File: src/rtl/risc_multicycle.sv
// Multi-cycle 16-bit RISC core: instruction RAM, register file and data RAM,
// sequenced FETCH/DECODE/EXEC/MEM/WB with branch, jump, halt and a retired-instruction counter.
module risc_multicycle #(
    parameter int REG_ADDR_WIDTH  = 4,
    parameter int REG_DATA_WIDTH  = 16,
    parameter int IMEM_ADDR_WIDTH = 6,
    parameter int DMEM_ADDR_WIDTH = 5,
    parameter int CNT_WIDTH       = 16
) (
    input  logic                       Clk_i,
    input  logic                       Rst_i,
    input  logic                       Inst_wen_i,
    input  logic [IMEM_ADDR_WIDTH-1:0] Inst_waddr_i,
    input  logic [15:0]                Input_inst_i,
    input  logic                       Start_i,
    input  logic [REG_ADDR_WIDTH-1:0]  Dbg_raddr_i,
    output logic [REG_DATA_WIDTH-1:0]  Dbg_rdata_o,
    output logic [IMEM_ADDR_WIDTH-1:0] Pc_o,
    output logic                       Busy_o,
    output logic                       Halt_o,
    output logic [CNT_WIDTH-1:0]       Retired_o
);
    localparam int REG_COUNT  = 2 ** REG_ADDR_WIDTH;
    localparam int IMEM_DEPTH = 2 ** IMEM_ADDR_WIDTH;
    localparam int DMEM_DEPTH = 2 ** DMEM_ADDR_WIDTH;
    localparam int PC_WIDE    = IMEM_ADDR_WIDTH + 9;
    localparam int DATA_WIDE  = REG_DATA_WIDTH + 9;
    localparam int ADDR_WIDE  = REG_DATA_WIDTH + DMEM_ADDR_WIDTH + 5;

    localparam logic [2:0] OP_LOAD  = 3'b000;
    localparam logic [2:0] OP_STORE = 3'b001;
    localparam logic [2:0] OP_LDI   = 3'b010;
    localparam logic [2:0] OP_ALU   = 3'b011;
    localparam logic [2:0] OP_MAC   = 3'b100;
    localparam logic [2:0] OP_BEQZ  = 3'b101;
    localparam logic [2:0] OP_JMP   = 3'b110;

    typedef enum logic [2:0] {
        S_IDLE, S_FETCH, S_DECODE, S_EXEC, S_MEM, S_WB, S_HALTED
    } state_t;

    state_t                       state_q, state_d;
    logic [IMEM_ADDR_WIDTH-1:0]   pc_q, pc_d;
    logic [CNT_WIDTH-1:0]         retired_q, retired_d;
    logic [15:0]                  ir_q, ir_d;
    logic [REG_DATA_WIDTH-1:0]    op_a_q, op_a_d, op_b_q, op_b_d, op_c_q, op_c_d;
    logic [REG_DATA_WIDTH-1:0]    result_q, result_d;
    logic [DMEM_ADDR_WIDTH-1:0]   maddr_q, maddr_d;

    logic [15:0]                  imem_q [IMEM_DEPTH];
    logic [REG_DATA_WIDTH-1:0]    dmem_q [DMEM_DEPTH];
    logic [REG_DATA_WIDTH-1:0]    rf_q   [REG_COUNT];
    logic [15:0]                  imem_rdata_q;
    logic [REG_DATA_WIDTH-1:0]    dmem_rdata_q;

    logic                         imem_we, dmem_we, rf_we;
    logic [REG_DATA_WIDTH-1:0]    rf_wdata;

    logic [2:0]                   opcode;
    logic                         funct;
    logic [REG_ADDR_WIDTH-1:0]    rd_idx, dec_rd, dec_rs1, dec_rs2;
    logic [PC_WIDE-1:0]           br_off_wide, jmp_wide;
    logic [DATA_WIDE-1:0]         imm9_wide;
    logic [ADDR_WIDE-1:0]         addr_wide;
    logic [REG_DATA_WIDTH-1:0]    product;
    logic [IMEM_ADDR_WIDTH-1:0]   pc_inc, br_target;
    logic                         unused_bits;

    assign opcode  = ir_q[15:13];
    assign funct   = ir_q[0];
    assign rd_idx  = ir_q[9 +: REG_ADDR_WIDTH];
    // Operands are fetched straight from the RAM output while IR is being loaded.
    assign dec_rd  = imem_rdata_q[9 +: REG_ADDR_WIDTH];
    assign dec_rs1 = imem_rdata_q[5 +: REG_ADDR_WIDTH];
    assign dec_rs2 = imem_rdata_q[1 +: REG_ADDR_WIDTH];

    assign br_off_wide = PC_WIDE'($signed(ir_q[8:0]));
    assign jmp_wide    = PC_WIDE'(ir_q[8:0]);
    assign imm9_wide   = DATA_WIDE'(ir_q[8:0]);
    assign addr_wide   = ADDR_WIDE'(op_a_q) + ADDR_WIDE'(ir_q[4:0]);
    assign product     = op_a_q * op_b_q;
    assign pc_inc      = pc_q + IMEM_ADDR_WIDTH'(1);
    assign br_target   = pc_q + br_off_wide[IMEM_ADDR_WIDTH-1:0];
    assign rf_wdata    = (opcode == OP_LOAD) ? dmem_rdata_q : result_q;

    assign unused_bits = ^{br_off_wide[PC_WIDE-1:IMEM_ADDR_WIDTH], jmp_wide[PC_WIDE-1:IMEM_ADDR_WIDTH],
                           imm9_wide[DATA_WIDE-1:REG_DATA_WIDTH], addr_wide[ADDR_WIDE-1:DMEM_ADDR_WIDTH]};

    always_comb begin
        state_d   = state_q;
        pc_d      = pc_q;
        retired_d = retired_q;
        ir_d      = ir_q;
        op_a_d    = op_a_q;
        op_b_d    = op_b_q;
        op_c_d    = op_c_q;
        result_d  = result_q;
        maddr_d   = maddr_q;
        imem_we   = 1'b0;
        dmem_we   = 1'b0;
        rf_we     = 1'b0;
        case (state_q)
            S_IDLE, S_HALTED: begin
                imem_we = Inst_wen_i && !Rst_i;
                if (Start_i) begin
                    state_d   = S_FETCH;
                    pc_d      = '0;
                    retired_d = '0;
                end
            end
            S_FETCH: state_d = S_DECODE;
            S_DECODE: begin
                ir_d    = imem_rdata_q;
                op_a_d  = rf_q[dec_rs1];
                op_b_d  = rf_q[dec_rs2];
                op_c_d  = rf_q[dec_rd];
                state_d = S_EXEC;
            end
            S_EXEC: begin
                case (opcode)
                    OP_LOAD, OP_STORE: begin
                        maddr_d = addr_wide[DMEM_ADDR_WIDTH-1:0];
                        state_d = S_MEM;
                    end
                    OP_LDI: begin
                        result_d = imm9_wide[REG_DATA_WIDTH-1:0];
                        state_d  = S_WB;
                    end
                    OP_ALU: begin
                        result_d = funct ? (op_a_q - op_b_q) : (op_a_q + op_b_q);
                        state_d  = S_WB;
                    end
                    OP_MAC: begin
                        result_d = funct ? product : (op_c_q + product);
                        state_d  = S_WB;
                    end
                    OP_BEQZ: begin
                        pc_d      = (op_c_q == '0) ? br_target : pc_inc;
                        retired_d = retired_q + CNT_WIDTH'(1);
                        state_d   = S_FETCH;
                    end
                    OP_JMP: begin
                        pc_d      = jmp_wide[IMEM_ADDR_WIDTH-1:0];
                        retired_d = retired_q + CNT_WIDTH'(1);
                        state_d   = S_FETCH;
                    end
                    default: begin
                        // HALT retires but leaves PC pointing at itself.
                        retired_d = retired_q + CNT_WIDTH'(1);
                        state_d   = S_HALTED;
                    end
                endcase
            end
            S_MEM: begin
                if (opcode == OP_LOAD) begin
                    state_d = S_WB;
                end else begin
                    dmem_we   = 1'b1;
                    pc_d      = pc_inc;
                    retired_d = retired_q + CNT_WIDTH'(1);
                    state_d   = S_FETCH;
                end
            end
            S_WB: begin
                rf_we     = 1'b1;
                pc_d      = pc_inc;
                retired_d = retired_q + CNT_WIDTH'(1);
                state_d   = S_FETCH;
            end
            default: state_d = S_IDLE;
        endcase
    end

    always_ff @(posedge Clk_i or posedge Rst_i) begin
        if (Rst_i) begin
            state_q   <= S_IDLE;
            pc_q      <= '0;
            retired_q <= '0;
            ir_q      <= '0;
            op_a_q    <= '0;
            op_b_q    <= '0;
            op_c_q    <= '0;
            result_q  <= '0;
            maddr_q   <= '0;
        end else begin
            state_q   <= state_d;
            pc_q      <= pc_d;
            retired_q <= retired_d;
            ir_q      <= ir_d;
            op_a_q    <= op_a_d;
            op_b_q    <= op_b_d;
            op_c_q    <= op_c_d;
            result_q  <= result_d;
            maddr_q   <= maddr_d;
        end
    end

    // r0 is never written, so it reads as zero everywhere.
    always_ff @(posedge Clk_i or posedge Rst_i) begin
        if (Rst_i) begin
            for (int i = 0; i < REG_COUNT; i++) begin
                rf_q[i] <= '0;
            end
        end else if (rf_we && (rd_idx != '0)) begin
            rf_q[rd_idx] <= rf_wdata;
        end
    end

    always_ff @(posedge Clk_i) begin
        if (imem_we) begin
            imem_q[Inst_waddr_i] <= Input_inst_i;
        end
        imem_rdata_q <= imem_q[pc_q];
    end

    always_ff @(posedge Clk_i) begin
        if (dmem_we && !Rst_i) begin
            dmem_q[maddr_q] <= op_c_q;
        end
        dmem_rdata_q <= dmem_q[maddr_q];
    end

    assign Dbg_rdata_o = rf_q[Dbg_raddr_i];
    assign Pc_o        = pc_q;
    assign Retired_o   = retired_q;
    assign Busy_o      = (state_q != S_IDLE) && (state_q != S_HALTED);
    assign Halt_o      = (state_q == S_HALTED);
endmodule

File: config.mk
export PLATFORM = sky130hd
export DESIGN_NAME = risc_multicycle
export DESIGN_NICKNAME = d
export VERILOG_FILES = /design/src/rtl/risc_multicycle.sv
export SDC_FILE = /design/constraint.sdc
export NUM_CORES = 2
export LEC_CHECK = 0
export CAP_MARGIN = 10
export CELL_PAD_IN_SITES_DETAIL_PLACEMENT = 1
export CELL_PAD_IN_SITES_GLOBAL_PLACEMENT = 2
export CORE_MARGIN = 2
export CORE_UTILIZATION = 55
export CTS_BUF_LIST = sky130_fd_sc_hd__clkbuf_2
export DETAILED_ROUTE_END_ITERATION = 10
export PLACE_DENSITY_LB_ADDON = 0.1
export SETUP_SLACK_MARGIN = 0.05
export SKIP_CTS_REPAIR_TIMING = 1
export SYNTH_ARGS = -nofsm -noshare
export SYNTH_HDL_FRONTEND = slang
export SYNTH_SLANG_ARGS = --single-unit
export TNS_END_PERCENT = 50
File: constraint.sdc
create_clock -name Clk_i -period 28.8 [get_ports Clk_i]
set_input_delay 2.88 -clock Clk_i [delete_from_list [all_inputs] [get_ports Clk_i]]
set_output_delay 2.88 -clock Clk_i [all_outputs]
set_load 0.01 [all_outputs]
==> impl_metrics.prom <==
# TYPE chip_impl_metric gauge
chip_impl_info{name="result_of_the_run",value="finished, final reports clean"} 1
chip_impl_metric{name="max_freq",unit="MHz"} 116
chip_impl_metric{name="number_of_global_route_vias_before_repair",unit=""} 51900
chip_impl_metric{name="fp.dieH",unit="microns"} 401
chip_impl_metric{name="worst-path-buf-inv",unit=""} 3
chip_impl_metric{name="power_leakage",unit="nW"} 32.8
chip_impl_metric{name="globalRouteMet2Util",unit="%"} 49.2
chip_impl_metric{name="period_share",unit="%"} 29.8
chip_impl_metric{name="clk-insertion-delay-late",unit="ps"} 1890
chip_impl_metric{name="timing.critical_path.depth",unit=""} 5
chip_impl_metric{name="detail_route.vias_per_cell",unit=""} 6.35
chip_impl_metric{name="grt_first_pass_wirelength",unit="mm"} 356
chip_impl_metric{name="timing.critical_path.arrival",unit="ps"} 5710
chip_impl_info{name="grt_setup_unrepaired",value="no"} 1
chip_impl_metric{name="critical_path_peak_fanout",unit=""} 36
chip_impl_metric{name="fillCellCount",unit=""} 14100
chip_impl_metric{name="met3_usage",unit="%"} 6.19
chip_impl_metric{name="final_core_utilization",unit="%"} 60.2
chip_impl_metric{name="postSynth.asyncResetShare",unit="%"} 18.9
chip_impl_metric{name="hold-path-cell-count",unit=""} 1
chip_impl_metric{name="maxcap_viol_count",unit=""} 0
chip_impl_metric{name="ys_seq_area_share",unit="%"} 64.6
chip_impl_info{name="mostFrequentLayoutCells",value="edfxtp_1, mux4_2, clkbuf_2, dfrtp_1, nor2_1"} 1
chip_impl_metric{name="drt_first_pass_iters",unit=""} 5
chip_impl_metric{name="layout-drive-gt1-share",unit="%"} 33.3
chip_impl_metric{name="mean_post_synth_cell_area",unit="sq um"} 17.8
chip_impl_metric{name="postLayoutCellArea",unit="sq mm"} 0.0940
chip_impl_info{name="cts_tree",value="yes"} 1
chip_impl_metric{name="reg2regPathDepth",unit=""} 26
chip_impl_metric{name="total_power",unit="mW"} 8.30
chip_impl_metric{name="cts.sink_count",unit=""} 1934
chip_impl_info{name="synth-main-ff-cell",value="edfxtp_1"} 1
chip_impl_metric{name="synth.distinct_cells",unit=""} 68
chip_impl_metric{name="syn_area",unit="sq mm"} 0.0865
chip_impl_metric{name="fp.dieW",unit="microns"} 401
chip_impl_metric{name="cp_slowest_stage_delay",unit="ps"} 670
chip_impl_metric{name="first_iter_violations",unit=""} 4891
chip_impl_metric{name="drt_drc_violations_left",unit=""} 0
chip_impl_metric{name="synth_edf_count",unit=""} 1536
chip_impl_metric{name="grt_use_met1",unit="%"} 41.8
chip_impl_info{name="netlist.top_cell.by_area",value="edfxtp_1"} 1
chip_impl_info{name="layout_commonest_cell",value="edfxtp_1"} 1
chip_impl_metric{name="row_count",unit=""} 145
chip_impl_metric{name="timing.final.hold_violations",unit=""} 0
chip_impl_metric{name="globalRouteOverflowTotal",unit=""} 0
chip_impl_info{name="netlist_top_cells_area",value="edfxtp_1, mux4_2, dfrtp_1"} 1
chip_impl_metric{name="drv_slew",unit=""} 0
chip_impl_metric{name="grt.total_usage",unit="%"} 30.5
chip_impl_info{name="cts_root_buffer",value="clkbuf_2"} 1
chip_impl_metric{name="nets",unit=""} 5433
chip_impl_metric{name="worst_vdd_rail_ir_drop",unit="V"} 0.0000773
chip_impl_metric{name="tns",unit="ps"} 0
chip_impl_metric{name="floorplan.initialDensity",unit="%"} 55.4
chip_impl_metric{name="grt_start_max_net_pins",unit=""} 181
chip_impl_metric{name="power_per_cell_area",unit="mW/mm^2"} 88.3
chip_impl_metric{name="postSynthCellCount",unit=""} 4851
chip_impl_metric{name="dr_total_vias",unit=""} 48500
chip_impl_metric{name="avgRoutedWirePerCell",unit="microns"} 31.3
chip_impl_info{name="timing_worst_setup_path_type",value="in2out"} 1
chip_impl_info{name="worstPathCellList",value="buf_4 > buf_4 > mux4_2 > mux4_2 > clkdlybuf4s50_1"} 1
chip_impl_metric{name="timing.final.crit_period",unit="ps"} 8590
chip_impl_metric{name="syn_nets",unit=""} 5057
chip_impl_info{name="timing.critical_path.from_type",value="input pin"} 1
chip_impl_info{name="most_used_layer_global_route",value="met2"} 1
chip_impl_metric{name="placeableCoreArea",unit="sq mm"} 0.156
chip_impl_metric{name="drt.antenna.violating_nets",unit=""} 0
chip_impl_metric{name="setup_viol_count_final",unit=""} 0
chip_impl_info{name="timing.critical_path.max_delay_family",value="buffers and inverters"} 1
chip_impl_info{name="critical_path_top_delay_cell",value="buf_4"} 1
chip_impl_metric{name="synth_top_area_share",unit="%"} 53.3
chip_impl_metric{name="hpwl",unit="mm"} 148
chip_impl_metric{name="grt_antenna_before_repair",unit=""} 13
chip_impl_metric{name="gp_congestion",unit=""} 0.841
chip_impl_metric{name="tightest_slew",unit="ps"} 1320
chip_impl_metric{name="fp.dieArea",unit="sq mm"} 0.161
chip_impl_metric{name="timing.slew.headroom",unit="%"} 12.2
chip_impl_info{name="worst_setup_path_end_kind",value="primary output"} 1
chip_impl_metric{name="cts_max_path_buffers",unit=""} 4
chip_impl_metric{name="port-buffer-count",unit=""} 69
chip_impl_metric{name="worst-endpoint-required",unit="ps"} 25920
chip_impl_metric{name="placed_cell_area",unit="sq mm"} 0.0898
chip_impl_metric{name="totalWireLength",unit="mm"} 239
chip_impl_metric{name="ys_ff_latch",unit=""} 1934
chip_impl_metric{name="areaGrowthSynthToFinish",unit="%"} 8.61
chip_impl_metric{name="fin_skew",unit="ps"} 269
chip_impl_metric{name="yosys_warnings",unit=""} 0
chip_impl_info{name="worst_hold_path_type",value="reg2reg"} 1
chip_impl_metric{name="clkSlewWorstSetupHoldPaths",unit="ps"} 110
chip_impl_metric{name="htree_levels",unit=""} 5
chip_impl_metric{name="ioPinCount",unit=""} 70
chip_impl_metric{name="tritoncts.num_buffers",unit=""} 481
## cells in the mapped netlist (all sizes together) (3+ instances only)
cell type / number
nor2b: 14
nor3b: 6
nor2: 365
nor4: 9
and3: 11
a221oi: 4
o41ai: 3
nand4: 20
nand4b: 3
and3b: 3
nand3b: 7
o22a: 3
a21o: 10
xor2: 31
o21a: 5
nand2: 225
dfxtp: 32
and2: 63
nor3: 19
dfrtp: 366
a21oi: 216
o31ai: 3
o22ai: 3
nand2b: 11
xnor2: 67
inv: 147
a22oi: 72
a31oi: 8
o211ai: 3
buf: 95
edfxtp: 1536
nand3: 25
fa: 84
a211oi: 7
mux4: 784
or3b: 4
mux2i: 22
clkbuf: 243
or3: 14
ha: 92
o21ai: 132
mux2: 61
## report_power, final
| group | switching, mW | internal [mW] |
|---|---|---|
| clock network | 1.10 | 0.641 |
| logic | 1.47 | 1.35 |
| registers | 0.466 | 3.27 |
| total | 3.04 | 5.26 |
## metal layers
metal,routed length [microns],vias to the layer above
met5,53,-
li1,-,20200
met4,7810,10
met3,17200,460
met2,119000,2025
met1,95200,25800
## per-stage QoR
step	setup WS [ps]	std cells	hold WS, ps
finish	20210	7639	390
global route	20050	7636	382
CTS	20140	7621	374
detailed placement	20140	6794	424
global placement	20170	6794	420
floorplan	15750	4851	439
## worst register-to-register path, stage by stage (launching register included)
cell,delay (ps)
dfrtp_1,730
nand2_1,150
fa_1,490
fa_1,560
inv_1,60
fa_1,490
inv_1,50
fa_1,530
inv_1,50
fa_1,480
inv_1,50
fa_1,490
inv_1,50
ha_1,370
and3_1,180
nand3_1,80
and4b_1,220
xnor2_1,230
ha_1,300
or3_1,380
a2111o_1,320
o211ai_2,110
o21ai_1,140
mux2i_1,160
xnor3_1,390
nand2_1,70
a31oi_1,80
## cell families after synthesis
family / Yosys count / share of synthesized area (%)
buf+inv: 485 / 2.27
compound gates: 485 / 3.25
xor+xnor: 99 / 1.02
fa+ha+maj: 176 / 3.27
flops: 1934 / 64.6
mux: 867 / 21.5
simple gates: 805 / 4.12
## cell type report
cell class | instances | area, sq um | share of cell area (%)
clock buffers | 693 | 3470 | 3.69
inverters | 147 | 559 | 0.595
multi-input cells | 2432 | 28900 | 30.8
flip-flops and latches | 1934 | 56000 | 59.6
diodes | 10 | 25.0 | 0.0266
clock inverters | 134 | 536 | 0.570
repair buffers | 231 | 1940 | 2.07
well taps | 2058 | 2570 | 2.74
## flip-flops by register name, summed over array words and instances, names as in the netlist
| name | cells |
|---|---|
| op_c_q | 16 |
| dmem_q | 512 |
| Pc_o | 6 |
| dmem_rdata_q | 16 |
| ir_q | 16 |
| op_b_q | 16 |
| result_q | 16 |
| Retired_o | 16 |
| maddr_q | 5 |
| state_q | 3 |
| rf_q | 256 |
| op_a_q | 16 |
| imem_q | 1024 |
| imem_rdata_q | 16 |
## worst paths after layout
kind / from / slack [ps] / to
worst max-delay path: Dbg_raddr_i[0] / 20210 / Dbg_rdata_o[1]
worst min-delay path: imem_rdata_q[14] / 390 / ir_q[14]
worst max register to register: op_b_q[3] / 21430 / result_q[15]
worst min register to register: imem_rdata_q[14] / 390 / ir_q[14]
max in group asynchronous: Rst_i / 25160 / rf_q[35]
min in group asynchronous: Rst_i / 1920 / rf_q[81]
Power figures use the tool's default switching activity.
